$ cat config.mk
export PLATFORM = sky130hd
export DESIGN_NAME = dff_pipe_flat
export DESIGN_NICKNAME = d
export VERILOG_FILES = /design/src/rtl/dff_pipe_if.sv /design/src/rtl/dff_pipe.sv /design/src/flat_wrapper.sv
export SDC_FILE = /design/constraint.sdc
export NUM_CORES = 1
export LEC_CHECK = 0
export CAP_MARGIN = 20
export CELL_PAD_IN_SITES_DETAIL_PLACEMENT = 1
export CELL_PAD_IN_SITES_GLOBAL_PLACEMENT = 1
export CORE_MARGIN = 5
export CORE_UTILIZATION = 32
export CTS_CLUSTER_DIAMETER = 200
export CTS_CLUSTER_SIZE = 24
export DETAILED_ROUTE_END_ITERATION = 10
export DONT_BUFFER_PORTS = 1
export MAX_ROUTING_LAYER = met4
export PLACE_DENSITY = 0.58
export SYNTH_ARGS = -nofsm -noshare
export SYNTH_HDL_FRONTEND = slang
export SYNTH_SLANG_ARGS = --single-unit
export TNS_END_PERCENT = 10
$ cat constraint.sdc
create_clock -name clk -period 1.4 [get_ports clk]
set_input_delay 0.28 -clock clk [delete_from_list [all_inputs] [get_ports clk]]
set_output_delay 0.28 -clock clk [all_outputs]
set_load 0.01 [all_outputs]
$ cat src/rtl/dff_pipe_if.sv
// Bundle for the dff_pipe delay line: control, input word and pipe outputs.
// With DFF_PIPE_PARITY_EN defined, the bundle also carries par_flip and parity_err.
interface dff_pipe_if #(
   parameter int WIDTH = 4,
   parameter int DEPTH = 3
) ();
   localparam int CW = $clog2(DEPTH + 1);

   logic             en;
   logic             flush;
   logic [WIDTH-1:0] d;
   logic             d_valid;
   logic [WIDTH-1:0] q;
   logic [WIDTH-1:0] qb;
   logic             q_valid;
   logic [CW-1:0]    count;
`ifdef DFF_PIPE_PARITY_EN
   logic             par_flip;
   logic             parity_err;
`endif

   // upstream driver side
   modport master (
      output en, flush, d, d_valid,
`ifdef DFF_PIPE_PARITY_EN
      output par_flip,
      input  parity_err,
`endif
      input  q, qb, q_valid, count
   );

   // delay-line side
   modport slave (
      input  en, flush, d, d_valid,
`ifdef DFF_PIPE_PARITY_EN
      input  par_flip,
      output parity_err,
`endif
      output q, qb, q_valid, count
   );
endinterface

$ cat src/rtl/dff_pipe.sv
// WIDTH-bit, DEPTH-stage delay line with complementary outputs, valid tracking,
// stall, flush and occupancy count. Optional per-stage parity: DFF_PIPE_PARITY_EN.
module dff_pipe #(
   parameter int               WIDTH     = 4,
   parameter int               DEPTH     = 3,
   parameter logic [WIDTH-1:0] RESET_VAL = {WIDTH{1'b0}}
) (
   input logic       clk,
   input logic       reset,
   dff_pipe_if.slave pif
);
   localparam int CW = $clog2(DEPTH + 1);

   function automatic logic parity_of(input logic [WIDTH-1:0] v);
      return ^v;
   endfunction

   logic [WIDTH-1:0] stage_r [DEPTH];
   logic [DEPTH-1:0] valid_r;
   logic [CW-1:0]    count_r;
   logic [CW-1:0]    count_shift_s;

   // Modular arithmetic is safe: count only exceeds DEPTH transiently when the last stage drains.
   assign count_shift_s = count_r + CW'(pif.d_valid) - CW'(valid_r[DEPTH-1]);

   // Stage data, valid bits and occupancy: reset > flush > shift > hold
   always_ff @(posedge clk) begin
      if (!reset || pif.flush) begin
         for (int i = 0; i < DEPTH; i++) begin
            stage_r[i] <= RESET_VAL;
         end
         valid_r <= {DEPTH{1'b0}};
         count_r <= {CW{1'b0}};
      end else if (pif.en) begin
         stage_r[0] <= pif.d;
         valid_r[0] <= pif.d_valid;
         for (int i = 1; i < DEPTH; i++) begin
            stage_r[i] <= stage_r[i-1];
            valid_r[i] <= valid_r[i-1];
         end
         count_r <= count_shift_s;
      end else begin
         count_r <= count_r;
      end
   end

   // q and qb share one register so X propagates identically to both
   assign pif.q       = stage_r[DEPTH-1];
   assign pif.qb      = ~stage_r[DEPTH-1];
   assign pif.q_valid = valid_r[DEPTH-1];
   assign pif.count   = count_r;

`ifdef DFF_PIPE_PARITY_EN
   logic [DEPTH-1:0] par_r;

   // Parity travels alongside the data; par_flip corrupts it at capture
   always_ff @(posedge clk) begin
      if (!reset || pif.flush) begin
         par_r <= {DEPTH{parity_of(RESET_VAL)}};
      end else if (pif.en) begin
         par_r[0] <= parity_of(pif.d) ^ pif.par_flip;
         for (int i = 1; i < DEPTH; i++) begin
            par_r[i] <= par_r[i-1];
         end
      end else begin
         par_r <= par_r;
      end
   end

   assign pif.parity_err = pif.q_valid & (parity_of(stage_r[DEPTH-1]) != par_r[DEPTH-1]);
`endif
endmodule
$ cat src/flat_wrapper.sv
// flat-port wrapper written by rule: the top's interface ports become plain ports
module dff_pipe_flat 
#(
   parameter int               WIDTH     = 4,
   parameter int               DEPTH     = 3,
   parameter logic [WIDTH-1:0] RESET_VAL = {WIDTH{1'b0}}
)
  (clk, reset, pif_en, pif_flush, pif_d, pif_d_valid, pif_q, pif_qb, pif_q_valid, pif_count);
  dff_pipe_if #(.WIDTH(WIDTH), .DEPTH(DEPTH)) pif_i ();
  input logic clk;
  input logic reset;
  input wire logic [$bits(pif_i.en)-1:0] pif_en;
  input wire logic [$bits(pif_i.flush)-1:0] pif_flush;
  input wire logic [$bits(pif_i.d)-1:0] pif_d;
  input wire logic [$bits(pif_i.d_valid)-1:0] pif_d_valid;
  output wire logic [$bits(pif_i.q)-1:0] pif_q;
  output wire logic [$bits(pif_i.qb)-1:0] pif_qb;
  output wire logic [$bits(pif_i.q_valid)-1:0] pif_q_valid;
  output wire logic [$bits(pif_i.count)-1:0] pif_count;
  assign pif_i.en = pif_en;
  assign pif_i.flush = pif_flush;
  assign pif_i.d = pif_d;
  assign pif_i.d_valid = pif_d_valid;
  assign pif_q = pif_i.q;
  assign pif_qb = pif_i.qb;
  assign pif_q_valid = pif_i.q_valid;
  assign pif_count = pif_i.count;
  dff_pipe #(.WIDTH(WIDTH), .DEPTH(DEPTH), .RESET_VAL(RESET_VAL)) u_core (.clk(clk), .reset(reset), .pif(pif_i));
endmodule
==> summary.txt <==
STA
  – Period utilisation layout: 0.929
  – Final Max Tran Viols: 0
  – Final setup fails: 0
  – Worst-Margin Slew: 0.184 ns
  – Final hold vios: 0
  – Final setup TNS: 0 ns
  – RSZ-0062 raised after global routing: false
  – Rel. slew slack: 0.877
  – Worst Clk Skew: ~0.00034 ns
  – Top achievable clock speed: slightly below 800 MHz
  – Worst hold margin: around 0.14 ns
  – Period minus WS final: 1.30 ns

Routing
  – Starting DRT DRC Count: 4
  – # DRC: 0
  – Vias/cell: 4.65
  – Vias: roughly 410
  – Pre-antenna DRT Iters: 4
  – Routed len/inst: 12.8 µm
  – Total wire length: about 1.1 mm
  – Post-route ant nets: 0

Hold path
  – Hold path start: pif_d_valid
  – Worst hold-check path type: in -> reg
  – Cells on Worst Hold Path: 2
  – WHS Endpoint: u_core.valid_r[0]

CTS
  – Root Buffer: clkbuf_4
  – Worst-path clk slew: approximately 0.10 ns
  – CTS tree: yes
  – Post-CTS Setup Repair Bufs: 0
  – CTS hold repair buffers: 0
  – CTS H-tree lvls: 1
  – # clock sinks: 17
  – CTS Buf Count: 3
  – Post-CTS resize count: 0
  – Later-pin clock latency in the skew report: 0.28 ns
  – CTS Buffer Depth: 2

Place
  – Hpwl dp: 838 µm
  – Post-DP Area: between 700 and 800 µm²
  – Port buffer count: 0
  – RD Place Congestion: around 0.66

Synthesis
  – Ys flop type: edfxtp_1
  – #FFs+latches synth: 17
  – Sequential fraction of the synthesis area: 0.599
  – Top cell type's share of synthesized area: 0.469
  – Post-Synth Simple-Gate Area: 0.192
  – Syn Inst Count: 60
  – Post-Syn Nets: 71
  – Number of synthesized flops with an enable pin: 12
  – Warnings, synthesis: 0
  – Count leader, synth: edfxtp_1
  – Post-synthesis compound-gate area fraction: 0
  – Mean Syn Cell Area: 12.8 µm²
  – Ys async rst share: 0
  – Area leader, netlist: edfxtp_1
  – Post-Synth Adder-Cell Area: 0.0326
  – Post-Syn Area: between 700 and 800 µm²
  – Unique masters post-synth: 17
  – Main combinational cell family by area after synthesis: simple AND/OR/NAND/NOR gates
  – Mux share of post-synthesis cell area: 0.0651
  – Synth cell count leaders: edfxtp_1 (12), and3_2 (10), inv_1 (6)
  – Area contributors post-synth: edfxtp_1 (47%), dfxtp_1 (13%), and3_2 (9.8%), mux2i_1 (6.5%), buf_4 (4.9%)
  – XOR/XNOR Fraction of Synth Area: 0.0114

Worst setup path
  – FF-to-FF path depth: 7
  – Crit Path Max Fanout: 2
  – Crit Path Category: reg -> reg
  – Crit-path leading delay family: adder cells
  – Worst path max stage delay: 0.34 ns
  – Worst EP arrival: 1.52 ns
  – CP Capture Type: register
  – Reg2Reg Setup Slack: 0.1 ns
  – Worst path bufs/invs: 2
  – RR Startpoint: u_core.pif.count[0]
  – Crit-path slowest cell: dfxtp_1
  – Crit path cell chain: inv_1, ha_1, inv_1, ha_1, xor2_1, nand2_1, mux2i_1
  – FF-to-FF End: u_core.pif.count[1]
  – Crit path launch type: register
  – Critical Path RT: roughly 1.6 ns

Finish
  – Diodes inserted: 0
  – Share of layout cells above drive strength 1: 0.328
  – Final #Nets: 73
  – Fillers: 265
  – Area growth from synthesis to layout: 5.05%
  – Post-route cell area: 807 µm²

GRT
  – Number of global-route vias before repair: 451
  – Met1 global-route usage: 0.0850
  – Grt met2 use: 0.123
  – Initial antenna violation count: 0
  – GRT overflow: 0
  – Layer with the highest usage: met2
  – Largest net degree at the start of global routing: 19
  – Global-route wire length before repair: 1.93 mm
  – Gr usage total: 0.0775
  – Grt met3 use: 0.0218

Die
  – Core Area: 0.00225 mm²
  – Starting Density: 0.341
  – Io pins: 20
  – Row count: 17
  – Die area: 0.00348 mm²
  – DIE HEIGHT: 59.0 µm
  – Die X: between 50 and 60 µm

Pwr
  – Worst VDD drop: 0.438 mV
  – P_leak: 0.379 nW
  – Total power: 866 µW
  – Cell Pwr Density: about 1100 mW/mm²

Flow run
  – Number of max-cap violations: 0

Outcome
  – Run status: finished, final reports clean
[metrics by stage]
stage / setup WS, ns / util / instances
2_1_floorplan: 0.0806 / - / 60
3_3_place_gp: 0.128 / 0.346 / 85
3_5_place_dp: 0.0925 / 0.346 / 85
4_1_cts: 0.0696 / 0.358 / 89
5_1_grt: 0.0216 / 0.358 / 89
6_report: 0.0999 / 0.358 / 89
[report_power, final]
group,switching (mW),total [mW],internal (mW)
sequential,0.00947,0.566,0.556
combinational,0.0228,0.0435,0.0206
clock,0.151,0.257,0.106
total,0.183,0.866,0.683
[cell usage in the layout, fill, tap and decap left out, types with 2 or more instances in the layout]
cell,synthesis,layout
clkbuf_4,0,3
mux2i_1,5,5
inv_1,6,6
nor2_1,4,4
and3_1,2,2
ha_1,2,2
buf_4,5,4
edfxtp_1,12,12
and3_2,10,10
dfxtp_1,5,5
or2b_1,2,2
[worst max path at each step]
stage                                   start                   to  slack [ns]  depth (start not counted)
final                     u_core.pif.count[0]  u_core.pif.count[1]         0.1                          7
after global routing      u_core.pif.count[0]  u_core.pif.count[1]        0.02                          7
after CTS                 u_core.pif.count[0]  u_core.pif.count[1]        0.07                          7
after detailed placement  u_core.pif.count[0]  u_core.pif.count[1]        0.09                          7
after global placement    u_core.pif.count[0]  u_core.pif.count[1]        0.13                          7
after floorplan           u_core.pif.count[0]  u_core.pif.count[1]        0.08                          7
[layer usage]
layer	routed length, µm	share of wire	vias up
met3	66	0.058	2
met4	17	0.015	0
li1	-	-	202
met5	0	0	-
met2	554	0.49	13
met1	501	0.44	197
[flip-flops by register name (all words and copies together), names as in the netlist]
name	cells
u_core.pif.count	2
u_core.stage_r	12
u_core.valid_r	3
[cells by family after synthesis]
kind of cell / after synthesis
flops: 17
fa+ha+maj: 2
simple gates: 22
mux: 5
xor+xnor: 1
buf+inv: 13
[final cells by class]
| class | instances | area, µm² | share of cell area |
|---|---|---|---|
| sequential | 17 | 460 | 0.571 |
| clock buffer | 3 | 22.5 | 0.0279 |
| multi-input combinational | 30 | 231 | 0.287 |
| inverter | 6 | 22.5 | 0.0279 |
| tap | 28 | 35.0 | 0.0434 |
| clock inverter | 1 | 5.00 | 0.00620 |
| timing repair buffer | 4 | 30.0 | 0.0372 |
[worst register-to-register path, stage by stage (launching register included)]
cell	delay [ns]
dfxtp_1	0.34
inv_1	0.04
ha_1	0.26
inv_1	0.04
ha_1	0.18
xor2_1	0.14
nand2_1	0.08
mux2i_1	0.16
(Power assumes the default switching activity.)
